[config.mk]
export PLATFORM = sky130hd
export DESIGN_NAME = muldiv_seq
export DESIGN_NICKNAME = d
export VERILOG_FILES = /design/src/rtl/muldiv_seq.sv
export SDC_FILE = /design/constraint.sdc
export NUM_CORES = 2
export LEC_CHECK = 0
export CAP_MARGIN = 20
export CORE_MARGIN = 2
export CORE_UTILIZATION = 40
export CTS_CLUSTER_DIAMETER = 120
export DETAILED_ROUTE_END_ITERATION = 8
export PLACE_DENSITY_LB_ADDON = 0.08
export SYNTH_ARGS = -nofsm -noshare
export SYNTH_HDL_FRONTEND = slang
export SYNTH_SLANG_ARGS = --single-unit
[constraint.sdc]
create_clock -name clk -period 9.93 [get_ports clk]
set_input_delay 0.993 -clock clk [delete_from_list [all_inputs] [get_ports clk]]
set_output_delay 0.993 -clock clk [all_outputs]
set_load 0.005 [all_outputs]
[src/rtl/muldiv_seq.sv]
// muldiv_seq: sequential RV32M multiply/divide unit (one-cycle multiply, 32-step restoring divide).
// Define DIV_EARLY_OUT_EN to send divide-by-zero and signed overflow straight from accept to DONE.
//
// state | meaning
// IDLE  | waiting for a request, in_ready high
// MUL   | full product formed this cycle
// DIV   | one restoring-division step per cycle, cnt 31..0
// DONE  | result held until out_ready
module muldiv_seq #(
  parameter int XLEN  = 32,
  parameter int TAG_W = 5
) (
  input  logic             clk,
  input  logic             rst_n,
  input  logic             flush,
  input  logic             in_valid,
  output logic             in_ready,
  input  logic [2:0]       in_funct3,
  input  logic [XLEN-1:0]  in_rs1,
  input  logic [XLEN-1:0]  in_rs2,
  input  logic [TAG_W-1:0] in_tag,
  output logic             out_valid,
  input  logic             out_ready,
  output logic [XLEN-1:0]  out_result,
  output logic [TAG_W-1:0] out_tag,
  output logic             busy
);

  typedef enum logic [1:0] {
    IDLE = 2'd0,
    MUL  = 2'd1,
    DIV  = 2'd2,
    DONE = 2'd3
  } state_t;

  state_t          state_q, state_d;
  logic [4:0]      cnt_q;
  logic [1:0]      op_q;
  logic [XLEN-1:0] opa_q, opb_q, rem_q;
  logic            q_neg_q, r_neg_q, div_zero_q;

  logic            accept, early_out;
  logic            in_signed, rs1_neg, rs2_neg;
  logic [XLEN-1:0] rs1_mag, rs2_mag;

  assign accept    = in_valid & in_ready & ~flush;
  assign in_signed = ~in_funct3[0];
  assign rs1_neg   = in_signed & in_rs1[XLEN-1];
  assign rs2_neg   = in_signed & in_rs2[XLEN-1];
  assign rs1_mag   = rs1_neg ? -in_rs1 : in_rs1;
  assign rs2_mag   = rs2_neg ? -in_rs2 : in_rs2;

`ifdef DIV_EARLY_OUT_EN
  logic            div_zero_in, div_ovf_in;
  logic [XLEN-1:0] early_result;

  assign div_zero_in = (in_rs2 == '0);
  assign div_ovf_in  = in_signed & (in_rs1 == {1'b1, {(XLEN-1){1'b0}}}) & (&in_rs2);
  assign early_out   = in_funct3[2] & (div_zero_in | div_ovf_in);

  // Overflow quotient equals the dividend (0x80000000); overflow remainder is zero.
  always_comb begin
    early_result = '0;
    if (div_zero_in)
      early_result = in_funct3[1] ? in_rs1 : '1;
    else if (!in_funct3[1])
      early_result = in_rs1;
  end
`else
  assign early_out = 1'b0;
`endif

  // Multiply: operands sign- or zero-extended to 2*XLEN; the low 2*XLEN bits are exact.
  logic              a_sext, b_sext;
  logic [2*XLEN-1:0] prod;
  logic [XLEN-1:0]   mul_res;

  assign a_sext  = ((op_q == 2'b01) || (op_q == 2'b10)) & opa_q[XLEN-1];
  assign b_sext  = (op_q == 2'b01) & opb_q[XLEN-1];
  assign prod    = {{XLEN{a_sext}}, opa_q} * {{XLEN{b_sext}}, opb_q};
  assign mul_res = (op_q == 2'b00) ? prod[XLEN-1:0] : prod[2*XLEN-1:XLEN];

  // Divide step: opa_q shifts the dividend out MSB-first while quotient bits shift in.
  logic [XLEN:0]   shifted;
  logic            ge;
  logic [XLEN-1:0] diff, rem_nx, quo_nx, quo_fix, rem_fix, div_res;

  assign shifted = {rem_q, opa_q[XLEN-1]};
  assign ge      = (shifted >= {1'b0, opb_q});
  assign diff    = shifted[XLEN-1:0] - opb_q;
  assign rem_nx  = ge ? diff : shifted[XLEN-1:0];
  assign quo_nx  = {opa_q[XLEN-2:0], ge};
  assign quo_fix = div_zero_q ? '1 : (q_neg_q ? -quo_nx : quo_nx);
  assign rem_fix = r_neg_q ? -rem_nx : rem_nx;
  assign div_res = op_q[1] ? rem_fix : quo_fix;

  always_comb begin
    state_d   = state_q;
    in_ready  = (state_q == IDLE);
    busy      = (state_q != IDLE);
    out_valid = (state_q == DONE);
    if (flush) begin
      state_d = IDLE;
    end else begin
      case (state_q)
        IDLE: if (in_valid) state_d = early_out ? DONE : (in_funct3[2] ? DIV : MUL);
        MUL:  state_d = DONE;
        DIV:  if (cnt_q == '0) state_d = DONE;
        DONE: if (out_ready) state_d = IDLE;
        default: state_d = IDLE;
      endcase
    end
  end

  always_ff @(posedge clk or negedge rst_n) begin
    if (!rst_n) begin
      state_q    <= IDLE;
      cnt_q      <= '0;
      out_result <= '0;
      out_tag    <= '0;
    end else begin
      state_q <= state_d;
      if (accept) begin
        cnt_q   <= 5'd31;
        out_tag <= in_tag;
      end else if (state_q == DIV && cnt_q != '0) begin
        cnt_q <= cnt_q - 5'd1;
      end
`ifdef DIV_EARLY_OUT_EN
      if (accept && early_out) out_result <= early_result;
`endif
      if (state_q == MUL && !flush)
        out_result <= mul_res;
      else if (state_q == DIV && cnt_q == '0 && !flush)
        out_result <= div_res;
    end
  end

  // Operand and working registers carry no reset; they are always loaded on accept.
  always_ff @(posedge clk) begin
    if (accept) begin
      op_q       <= in_funct3[1:0];
      opa_q      <= in_funct3[2] ? rs1_mag : in_rs1;
      opb_q      <= in_funct3[2] ? rs2_mag : in_rs2;
      rem_q      <= '0;
      q_neg_q    <= rs1_neg ^ rs2_neg;
      r_neg_q    <= rs1_neg;
      div_zero_q <= (in_rs2 == '0);
    end else if (state_q == DIV) begin
      opa_q <= quo_nx;
      rem_q <= rem_nx;
    end
  end

endmodule

Yosys cells after proc, flatten, opt, wreduce, memory -nomap -nowiden --
Index checks and enable logic that the tools add are counted.
Cells by class: muxes and demuxes 22, bitwise operators 9, equal/unequal tests 8, reductions and logical operators 16, magnitude comparators 1, multiply operators 1, add/sub/neg operators 6
Operator list (count):
- 32-bit 2-to-1 mux | 14
- 32-bit negation | 4
- 33-bit by 33-bit multiplier with 64-bit output | 1
- 33-bit by 32-bit >= comparator with 1-bit output | 1
- 32-bit zero test | 1
- 32-bit subtractor | 1
- 2-bit 2-to-1 mux | 5
- 5-bit 2-to-1 mux | 2
- 2-bit case mux with 4 select lines | 1
- 2-bit nonzero test | 4
- 1-bit bitwise AND | 6
- 2-bit equality test, second input constant | 3
- 3-bit != test, second input constant | 2
- 5-bit zero test | 1
- 5-bit nonzero test | 1
- 5-bit by 1-bit subtractor with 5-bit output, second input constant | 1
- 2-bit by 1-bit equality test with 1-bit output, second input constant | 2
- 1-bit logical AND | 4
- 2-bit zero test | 2
- 3-bit by 2-bit != test with 1-bit output, second input constant | 1
- 3-bit AND reduction | 1
- 1-bit NOT | 2
- 1-bit zero test | 1
- 1-bit logical OR | 1
- 1-bit bitwise XOR | 1
Word-level totals: output and inout port bits 40, bits of input ports 77, bits in registers 145

Longest topological paths before layout --
depth after elaboration 7, depth in mapped cells 36

Least setup slack after synthesis --
Ideal clock, no wire load.
path type register to register, start register op_q[1], end register out_result[31], arrival 9.083 ns, stages on the path, launching flop included 33, path buffers 4, clock period less this slack 9.163 ns, setup time 0.079 ns, required time 9.851 ns, slack 0.767 ns, cells stage by stage edfxtp_1 clkbuf_1 clkinv_1 ha_1 and2_1 clkbuf_1 clkbuf_1 nand2_1 inv_1 fa_1 inv_1 fa_1 inv_1 fa_1 inv_1 fa_1 fa_1 fa_1 fa_1 fa_1 inv_1 ha_1 clkbuf_1 a21o_1 a21o_1 a21o_1 a21o_1 a221oi_1 a21boi_0 o21ai_0 a21oi_1 mux2i_1 a2bb2oi_1
On the way: longest elaborated chain between the ends 6, elaborated cells on any way between the ends 11, those cells by class mul: 1; eq/ne: 2; mux: 4; bitwise: 2; reduce/logical: 2
Ends and longest elaborated chain:
- from (decl) | RTL line 38 | logic [1:0] op_q;
- from (signal assigned) | RTL line 142 | op_q <= in_funct3[1:0];
- 2-bit by 1-bit equality test with 1-bit output / 2-bit equality test (equally long branches) | RTL line 78, 79
- 1-bit logical OR | RTL line 78 | assign a_sext = ((op_q == 2'b01) || (op_q == 2'b10)) & opa_q[XLEN-1];
- 1-bit bitwise AND | RTL line 78
- 33-bit by 33-bit multiplier with 64-bit output | RTL line 80 | assign prod = {{XLEN{a_sext}}, opa_q} * {{XLEN{b_sext}}, opb_q};
- 32-bit 2-to-1 mux | RTL line 81 | assign mul_res = (op_q == 2'b00) ? prod[XLEN-1:0] : prod[2*XLEN-1:XLEN];
- 32-bit 2-to-1 mux (*) | RTL line 132 | if (state_q == MUL && !flush)
- to (signal assigned) | RTL line 133 | out_result <= mul_res;
- to (signal assigned) | RTL line 135 | out_result <= div_res;
- to (decl) | RTL line 24 | output logic [XLEN-1:0] out_result,
Every way passes the cells marked *; elsewhere a longest branch is shown, timed or not. The select of a mux whose other input is x is not followed. A chain may end at the register's enable or synchronous reset.

Worst setup path after layout --
start register opa_q[12], end register out_result[30]
On the way: longest elaborated chain between the ends 6, elaborated cells on any way between the ends 8, those cells by class add/sub: 1; mul: 1; mux: 6
Ends and longest elaborated chain:
- from (decl) | RTL line 39 | logic [XLEN-1:0] opa_q, opb_q, rem_q;
- from (signal assigned) | RTL line 143 | opa_q <= in_funct3[2] ? rs1_mag : in_rs1;
- from (signal assigned) | RTL line 150 | opa_q <= quo_nx;
- parallel branches: the longest is 5 deep, another holds 33-bit by 33-bit multiplier with 64-bit output
- 32-bit 2-to-1 mux (*) | RTL line 132
Mark *: on every way between the ends. The select of a mux whose other input is x is not followed.

==> impl_metrics.py <==
metrics = {
    "status": {
        "status": "finished clean",
    },
    "layout": {
        "final_common_cell": "inv_1",
        "n_fill_cell": 12195,
        "final_cell_mix": "1259 x inv_1, 1126 x fa_1, 943 x nand2_1",
        "area_delta_synth_final_pct": 7.99,
        "drive_gt1_frac": 0.0422,
        "final_nets": 7034,
    },
    "sta": {
        "hold_violations": 0,
        "worst_pin_slew_ps": 1210,
        "period_share": 0.957,
        "setup_violations": 0,
        "maxSlewViolCount": 0,
        "skew_ps": 13.2,
        "rsz0062_at_grt": "no",
        "max-slew-margin-rel": 0.190,
        "setup_tns_ps": 0,
        "fin_crit_ps": 9500,
        "fmax_mhz": 105,
    },
    "drt": {
        "wl_per_cell_um": 23.6,
        "drt_iter0_drc": 2806,
        "ant_nets": 0,
        "routed_wl_um": 170000,
        "first_pass_iters": 5,
        "vias": 38020,
        "post-route-drc-count": 0,
        "via_per_inst": 5.27,
    },
    "die": {
        "core-area_sq_um": 122000,
        "start_util": 0.403,
        "rows": 128,
        "chipWidth_um": 355,
        "io_pins": 117,
        "die_area_sq_um": 126000,
        "die_h_um": 355,
    },
    "synth": {
        "avgSynthCellArea_sq_um": 8.79,
        "syn_inst": 5594,
        "synth-edff-count": 69,
        "yosys_warnings": 0,
        "yosysTopAreaCellShare": 0.459,
        "netlist_area_sq_um": 49100,
        "yosys.cell_types.count": 88,
        "ys_top_cells_by_area": "fa_1 46%, inv_1 9.6%, nand2_1 7.2%",
        "yosysTopAreaCell": "fa_1",
        "synth_ff_type": "edfxtp_1",
        "syn-num-nets": 7054,
        "seq_area_frac_synth": 0.0776,
        "synth-seq-cells": 145,
        "async_flop_share": 0.303,
    },
    "clock_network": {
        "cts_resized": 0,
        "postCtsHoldBufs": 0,
        "cts.htree.levels": 4,
        "path_clk_slew_ps": 80,
        "cts_tree": "built",
        "cts.sinks": 145,
        "post-cts-setup-buffer-count": 0,
        "cts_buffer_depth": 2,
        "cts_buffers": 17,
        "clkLatencyLatePin_ps": 470,
        "cts_root_buffer": "clkbuf_16",
    },
    "placement": {
        "gp_congestion": 0.934,
        "hpwl_um": 141000,
        "port_buffers": 116,
    },
    "setup_path": {
        "path_depth": 28,
        "crit_arrival_ps": 9910,
        "crit_slowest_cell": "edfxtp_1",
        "cp_num_buf_inv": 6,
        "cpMostUsedCell": "fa_1",
        "required_ps": 10350,
        "worstRegToRegCells": 28,
        "cpLargestDelayFamily": "adder cells",
        "cp_max_fo": 12,
        "worstSetupPathType": "reg2reg",
        "critPathMaxStageDelay_ps": 1040,
        "cp-start-kind": "register",
        "end_kind": "register",
    },
    "worst_hold_path": {
        "min_path_cells": 2,
        "hold_path_class": "reg2reg",
    },
    "global_routing": {
        "grt_pass1_wl_um": 260000,
        "grt_pass1_vias": 40209,
        "antenna_found_initial": 10,
        "track_usage": 0.277,
        "grt_overflow": 0,
        "grt_max_degree": 69,
    },
    "job": {
        "maxCapViolations": 0,
    },
}
[worst reg2reg max path, delay by kind of cell (launching register included)]
family	cells	cell delay, ps
flip-flops	1	1040
buffers and inverters	6	660
AND/OR/NAND/NOR	3	490
adder cells (fa/ha/maj)	9	4290
AO/OA/AOI/OAI	10	2940
[synth_stat cells (9+ instances only)]
library cell  count
nand2_1         944
o21bai_1         11
inv_1          1259
a221oi_1         21
o22ai_1          10
xnor2_1         128
or2_2            15
xor2_1           80
buf_1            22
a31oi_1          18
a211oi_1         50
and2_1          251
o21ai_0         129
nor2_1          211
o211ai_1         10
and3_1           35
nor4_1           18
o21a_1           17
ha_1            257
clkbuf_1        277
buf_2            10
a21oi_1         140
dfrtp_1          44
o31a_1            9
a21o_1           44
or4_1            16
or3_1            23
edfxtp_1         69
nand4_1          14
o41ai_1          12
nor3_1           42
nand2b_1         13
nor2b_1          17
dfxtp_1          32
fa_1           1126
nand3_1          25
mux2i_1          34
o31ai_1          21
[metrics by stage]
step                      cell area, sq um  hold slack [ps]   util  setup WS (ps)  std cells
after floorplan                      49100              461      -            767       5594
after global placement               52400              457  0.430            619       7177
after detailed placement             52400              462  0.430            566       7178
after CTS                            53000              480  0.435            529       7210
after global routing                 53100              518  0.435           35.5       7212
final                                53100              479  0.435            431       7215
[metal layers]
metal / GRT usage / vias to the layer above / routed length, um
met4: 0.0777 / 4 / 5230
met2: 0.447 / 1124 / 78900
li1: - / 16810 / -
met5: 0 / - / 27
met3: 0.0335 / 193 / 9530
met1: 0.394 / 19889 / 76400
[state kept, by name, summed over array words and instances, names as in the netlist, 2 cells and up]
name / count
opa_q: 32
opb_q: 32
out_result: 32
rem_q: 32
cnt_q: 5
out_tag: 5
op_q: 2
state_q: 2
[cell type report]
cell class                      count  area (sq um)  share of cell area
Tap cell                         1625          2030              0.0383
Multi-Input combinational cell   3877         39400               0.743
Clock inverter                     14           145             0.00273
Antenna cell                        3          7.51            0.000141
Inverter                         1262          4740              0.0893
Clock buffer                       18           429             0.00809
Sequential cell                   145          3810              0.0719
Timing Repair Buffer              271          2480              0.0468
[path summary, 6_finish.rpt]
kind / from / to / slack (ps)
setup reg to reg: opa_q[12] / out_result[30] / 430
min in group asynchronous: rst_n / out_tag[3] / 650
hold reg to reg: out_tag[3] / out_tag[3] / 480
max in group asynchronous: rst_n / out_result[31] / 8770
hold / removal: out_tag[3] / out_tag[3] / 480
setup / recovery: opa_q[12] / out_result[30] / 430
[cell families (layout without fill, tap and decap cells)]
kind of cell    Yosys count  count (layout)  synth area share
compound gates          596             596            0.0816
simple gates           1653            1653             0.152
mux                      37              37           0.00761
flops                   145             145            0.0776
xor+xnor                208             208            0.0371
fa+ha+maj              1383            1383             0.524
other cells               0               3                 0
buf+inv                1572            1565             0.120
Power is left out: the tool's default activity adds up to more than one toggle a clock period on the data nets, which glitch-free logic cannot reach.
